File: config.mk
export PLATFORM = sky130hd
export DESIGN_NAME = scl_sda_detector_flat
export DESIGN_NICKNAME = d
export VERILOG_FILES = /design/src/rtl/scl_sda_detector_if.sv /design/src/rtl/scl_sda_detector.sv /design/src/flat_wrapper.sv
export SDC_FILE = /design/constraint.sdc
export NUM_CORES = 1
export LEC_CHECK = 0
export CORE_UTILIZATION = 55
export CTS_BUF_LIST = sky130_fd_sc_hd__clkbuf_8
export CTS_CLUSTER_SIZE = 14
export DETAILED_ROUTE_END_ITERATION = 8
export HOLD_SLACK_MARGIN = 0.12
export PLACE_DENSITY = 0.86
export SYNTH_ARGS = -nofsm -noshare
export SYNTH_HDL_FRONTEND = slang
export SYNTH_SLANG_ARGS = --single-unit
File: constraint.sdc
create_clock -name clk -period 1.3 [get_ports clk]
set_input_delay 0.13 -clock clk [delete_from_list [all_inputs] [get_ports clk]]
set_output_delay 0.13 -clock clk [all_outputs]
set_load 0.005 [all_outputs]
File: src/rtl/scl_sda_detector_if.sv
// Pin and event bundle between the I2C pads and the slave front end.
// The detector takes the slave side; the pad/bench side takes master.
interface scl_sda_detector_if;
   logic scl_in;
   logic sda_in;
   logic scl_filt;
   logic sda_filt;
   logic rising_edge;
   logic falling_edge;
   logic start_found;
   logic stop_found;
   logic bus_busy;

   modport master (
      output scl_in, sda_in,
      input  scl_filt, sda_filt,
      input  rising_edge, falling_edge,
      input  start_found, stop_found,
      input  bus_busy
   );

   modport slave (
      input  scl_in, sda_in,
      output scl_filt, sda_filt,
      output rising_edge, falling_edge,
      output start_found, stop_found,
      output bus_busy
   );
endinterface

File: src/rtl/scl_sda_detector.sv
// I2C slave front end: sync, glitch filter, SCL edge and START/STOP
// pulses, and a bus-busy flag.
module scl_sda_detector #(
   parameter int FILTER_CYCLES = 3
) (
   input logic clk,
   input logic n_rst,
   scl_sda_detector_if.slave bus
);

   localparam logic [3:0] CNT_MAX = 4'(FILTER_CYCLES - 1);

   typedef enum logic {IDLE, BUSY} state_t;

   logic scl_s1, scl_s2, sda_s1, sda_s2;
   logic scl_f, sda_f, scl_prev, sda_prev;
   logic [3:0] scl_cnt, sda_cnt;
   logic primed, armed;
   logic rise_q, fall_q, start_q, stop_q, busy_q;
   state_t state;

   always_ff @(posedge clk or negedge n_rst) begin
      if (!n_rst) begin
         scl_s1 <= 1'b1;
         scl_s2 <= 1'b1;
         sda_s1 <= 1'b1;
         sda_s2 <= 1'b1;
      end else begin
         scl_s1 <= bus.scl_in;
         scl_s2 <= scl_s1;
         sda_s1 <= bus.sda_in;
         sda_s2 <= sda_s1;
      end
   end

   always_ff @(posedge clk or negedge n_rst) begin
      if (!n_rst) begin
         scl_f   <= 1'b1;
         scl_cnt <= '0;
      end else if (scl_s2 == scl_f) begin
         scl_cnt <= '0;
      end else if (scl_cnt == CNT_MAX) begin
         scl_f   <= scl_s2;
         scl_cnt <= '0;
      end else begin
         scl_cnt <= scl_cnt + 4'd1;
      end
   end

   always_ff @(posedge clk or negedge n_rst) begin
      if (!n_rst) begin
         sda_f   <= 1'b1;
         sda_cnt <= '0;
      end else if (sda_s2 == sda_f) begin
         sda_cnt <= '0;
      end else if (sda_cnt == CNT_MAX) begin
         sda_f   <= sda_s2;
         sda_cnt <= '0;
      end else begin
         sda_cnt <= sda_cnt + 4'd1;
      end
   end

   // The reset-time 1s in the sync chain are not real samples, so arming
   // waits until genuine pin values have reached s1 and everything is high.
   always_ff @(posedge clk or negedge n_rst) begin
      if (!n_rst) begin
         primed <= 1'b0;
         armed  <= 1'b0;
      end else begin
         primed <= 1'b1;
         if (primed && scl_s1 && scl_s2 && sda_s1 && sda_s2 &&
             scl_f && sda_f && scl_prev && sda_prev)
            armed <= 1'b1;
      end
   end

   always_ff @(posedge clk or negedge n_rst) begin
      if (!n_rst) begin
         scl_prev <= 1'b1;
         sda_prev <= 1'b1;
         rise_q   <= 1'b0;
         fall_q   <= 1'b0;
         start_q  <= 1'b0;
         stop_q   <= 1'b0;
      end else begin
         scl_prev <= scl_f;
         sda_prev <= sda_f;
         rise_q   <= scl_f & ~scl_prev;
         fall_q   <= ~scl_f & scl_prev;
         start_q  <= armed & scl_f & scl_prev & ~sda_f & sda_prev;
         stop_q   <= armed & scl_f & scl_prev & sda_f & ~sda_prev;
      end
   end

   always_ff @(posedge clk or negedge n_rst) begin
      if (!n_rst) begin
         state  <= IDLE;
         busy_q <= 1'b0;
      end else begin
         unique case (state)
            IDLE: if (start_q) begin
               state  <= BUSY;
               busy_q <= 1'b1;
            end
            BUSY: if (stop_q) begin
               state  <= IDLE;
               busy_q <= 1'b0;
            end
         endcase
      end
   end

   assign bus.scl_filt     = scl_f;
   assign bus.sda_filt     = sda_f;
   assign bus.rising_edge  = rise_q;
   assign bus.falling_edge = fall_q;
   assign bus.start_found  = start_q;
   assign bus.stop_found   = stop_q;
   assign bus.bus_busy     = busy_q;

endmodule

File: src/flat_wrapper.sv
// flat-port wrapper written by rule: the top's interface ports become plain ports
module scl_sda_detector_flat 
#(
   parameter int FILTER_CYCLES = 3
)
  (clk, n_rst, bus_scl_in, bus_sda_in, bus_scl_filt, bus_sda_filt, bus_rising_edge, bus_falling_edge, bus_start_found, bus_stop_found, bus_bus_busy);
  scl_sda_detector_if bus_i ();
  input logic clk;
  input logic n_rst;
  input wire logic [$bits(bus_i.scl_in)-1:0] bus_scl_in;
  input wire logic [$bits(bus_i.sda_in)-1:0] bus_sda_in;
  output wire logic [$bits(bus_i.scl_filt)-1:0] bus_scl_filt;
  output wire logic [$bits(bus_i.sda_filt)-1:0] bus_sda_filt;
  output wire logic [$bits(bus_i.rising_edge)-1:0] bus_rising_edge;
  output wire logic [$bits(bus_i.falling_edge)-1:0] bus_falling_edge;
  output wire logic [$bits(bus_i.start_found)-1:0] bus_start_found;
  output wire logic [$bits(bus_i.stop_found)-1:0] bus_stop_found;
  output wire logic [$bits(bus_i.bus_busy)-1:0] bus_bus_busy;
  assign bus_i.scl_in = bus_scl_in;
  assign bus_i.sda_in = bus_sda_in;
  assign bus_scl_filt = bus_i.scl_filt;
  assign bus_sda_filt = bus_i.sda_filt;
  assign bus_rising_edge = bus_i.rising_edge;
  assign bus_falling_edge = bus_i.falling_edge;
  assign bus_start_found = bus_i.start_found;
  assign bus_stop_found = bus_i.stop_found;
  assign bus_bus_busy = bus_i.bus_busy;
  scl_sda_detector #(.FILTER_CYCLES(FILTER_CYCLES)) u_core (.clk(clk), .n_rst(n_rst), .bus(bus_i));
endmodule
==> results.py <==
metrics = {
    "outcome": {
        "status": "completed",
    },
    "worst_hold_path": {
        "hp-class": "in2async",
    },
    "sta": {
        "setup_violations": 0,
        "skew_ns": 0.000897,
        "fmax_mhz": 800,
        "fin_setup_tns_ns": 0,
        "drv_slew": 0,
        "rsz0062_at_grt": "no",
        "fin_crit_sh_pct": 96.2,
        "finalCriticalPeriod_ns": 1.25,
        "hold_violations": 0,
    },
    "synthesis": {
        "synth_edf_count": 0,
        "synthesis.nets": 77,
        "ys_warn_count": 0,
        "ys_ff_latch": 24,
        "synthArstFlopShare_pct": 100,
        "synth_cell_types": 18,
        "syn_inst": 69,
        "yosys_most_used_dff": "dfrtp_1",
        "avgSynthCellArea_um2": 13.0,
        "mappedNetlistArea_um2": 896,
        "seq_area_frac_synth_pct": 68.2,
    },
    "setup_path": {
        "worstPathCellList": "clkdlybuf4s50_1",
        "slowest_delay_ns": 0.50,
        "slowest_stage": "clkdlybuf4s50_1",
        "worst-path-max-fanout": 2,
        "worstSetupEndpointType": "primary output",
        "crit_cells": 1,
        "cp_data_arrival_time_ns": 1.12,
        "crit_path_start_kind": "flip-flop",
        "crit_type": "reg2out",
        "rr_worst_depth": 4,
        "cpLargestDelayFamily": "buffers and inverters",
        "critPathRequiredTime_ns": 1.17,
        "crit_buf_inv": 1,
    },
    "die": {
        "die_y_um": 42.4,
        "initial_core_util_pct": 59.5,
        "core-area_um2": 1510,
        "io_pins": 11,
        "die-area_um2": 1790,
        "rows": 14,
        "die_width_um": 42.4,
    },
    "power": {
        "power_mw": 2.17,
        "p_per_area_nw_per_um2": 1960,
        "p_leak_nw": 0.562,
        "ir_drop_mv": 1.16,
    },
    "detailed_routing": {
        "drtIter0Drc": 4,
        "routed_wl_um": 1310,
        "route.detailed.drc": 0,
        "via_per_inst": 5.31,
        "drt_pre_antenna_iters": 4,
        "vias": 552,
        "postRouteAntennaNets": 0,
        "wl_per_cell_um": 12.5,
    },
    "global_route": {
        "grt_overflow": 0,
        "track_usage_pct": 17.2,
        "grt_antenna_before_repair": 0,
        "grt_pass1_wl_um": 2220,
        "grt_max_degree": 25,
        "grt_pass1_vias": 527,
    },
    "final_layout": {
        "area_growth_pct": 24.0,
        "drive_above_1_share_pct": 21.6,
        "diodes": 0,
        "finalNetCount": 97,
        "reg.largest.list": "u_core.scl_cnt: 4 flops, u_core.sda_cnt: 4 flops",
        "fill_cells": 98,
    },
    "run": {
        "max_cap_viol_count": 0,
    },
    "clock_tree": {
        "clkTransAtPathRegs_ns": 0.08,
        "cts.sinks": 24,
        "cts_tree": "done",
        "hold_buffers": 0,
        "h-tree-depth": 1,
        "clock_latency_ns": 0.27,
        "cts_buffers": 3,
        "cts_buffer_depth": 2,
        "cts_root_buf": "clkbuf_8",
    },
    "placement": {
        "place_hpwl_um": 888,
        "numPortBuffers": 10,
        "gp_congestion": 0.725,
    },
}
-- layer usage --
layer	routed length, um	GRT usage, %
met3	56	3.88
met4	38	11.3
met5	0	0
met1	559	20.7
met2	650	27.7
-- report_power, final --
part	internal, mW	leakage, nW	switching, mW
Clock	0.270	0.0288	0.224
Combinational	0.317	0.240	0.260
Sequential	0.980	0.293	0.121
-- placed cells by master, fill, tap and decap left out, types with 4 or more instances in the layout --
cell type / count
dfrtp_1: 16
nor2_1: 13
dfstp_2: 8
clkdlybuf4s50_1: 6
buf_4: 5
xnor2_1: 4
ha_1: 4
clkbuf_8: 4
-- cells in the mapped netlist (2+ instances only) --
library cell	number	share of area (%)
dfrtp_1	16	45
nor2_1	13	5.4
dfstp_2	8	23
ha_1	4	5.6
xnor2_1	4	3.9
inv_1	3	1.3
nand2_1	3	1.3
nand3_1	3	1.7
a21o_1	2	1.7
mux2_2	2	2.5
nor2b_1	2	1.4
nor3b_1	2	1.7
xor2_1	2	2.0
-- area by class of cell --
cell class                 count  area (um^2)  share of cell area, %
tap                           16         20.0                   1.80
clock buffer                   4         55.1                   4.95
sequential                    24          611                   55.0
timing repair buffer          15          140                   12.6
multi-input combinational     42          274                   24.7
inverter                       3         11.3                   1.01
-- through the flow --
stage	hold slack (ns)	instances	setup WS [ns]	utilization (%)	instance area, um^2
2_1_floorplan	-0.166	69	0.246	-	896
3_3_place_gp	0.358	98	0.177	68.9	1040
3_5_place_dp	0.361	98	0.170	68.9	1040
4_1_cts	0.222	102	0.0104	72.4	1090
5_1_grt	0.230	104	0.0207	73.8	1110
6_report	0.215	104	0.0498	73.8	1110
-- logic make-up after synthesis --
family,synth area share [%]
AND/OR/NAND/NOR,12.2
multiplexers,2.51
other,0.419
adder cells (fa/ha/maj),5.59
XOR/XNOR,5.87
buffers and inverters,1.26
AO/OA/AOI/OAI,4.05
flip-flops,68.2
-- timing repair --
item | in CTS | in global routing
gates cloned | 0 | 0
setup buffers | 0 | 2
resized for setup | 2 | 2
setup endpoints to repair | 2 | 3
-- path summary, 6_finish.rpt --
path | start | slack, ns | end
max | u_core.bus.bus_busy | 0.05 | bus_bus_busy
min | n_rst | 0.21 | u_core.scl_cnt[3]
max reg2reg | u_core.bus.scl_filt | 0.17 | u_core.scl_cnt[3]
min reg2reg | u_core.sda_s1 | 0.37 | u_core.sda_s2
max in group asynchronous | n_rst | 0.81 | u_core.bus.sda_filt
min in group clk | bus_scl_in | 0.26 | u_core.scl_s1
No activity file was read; power rests on OpenSTA's default activity.
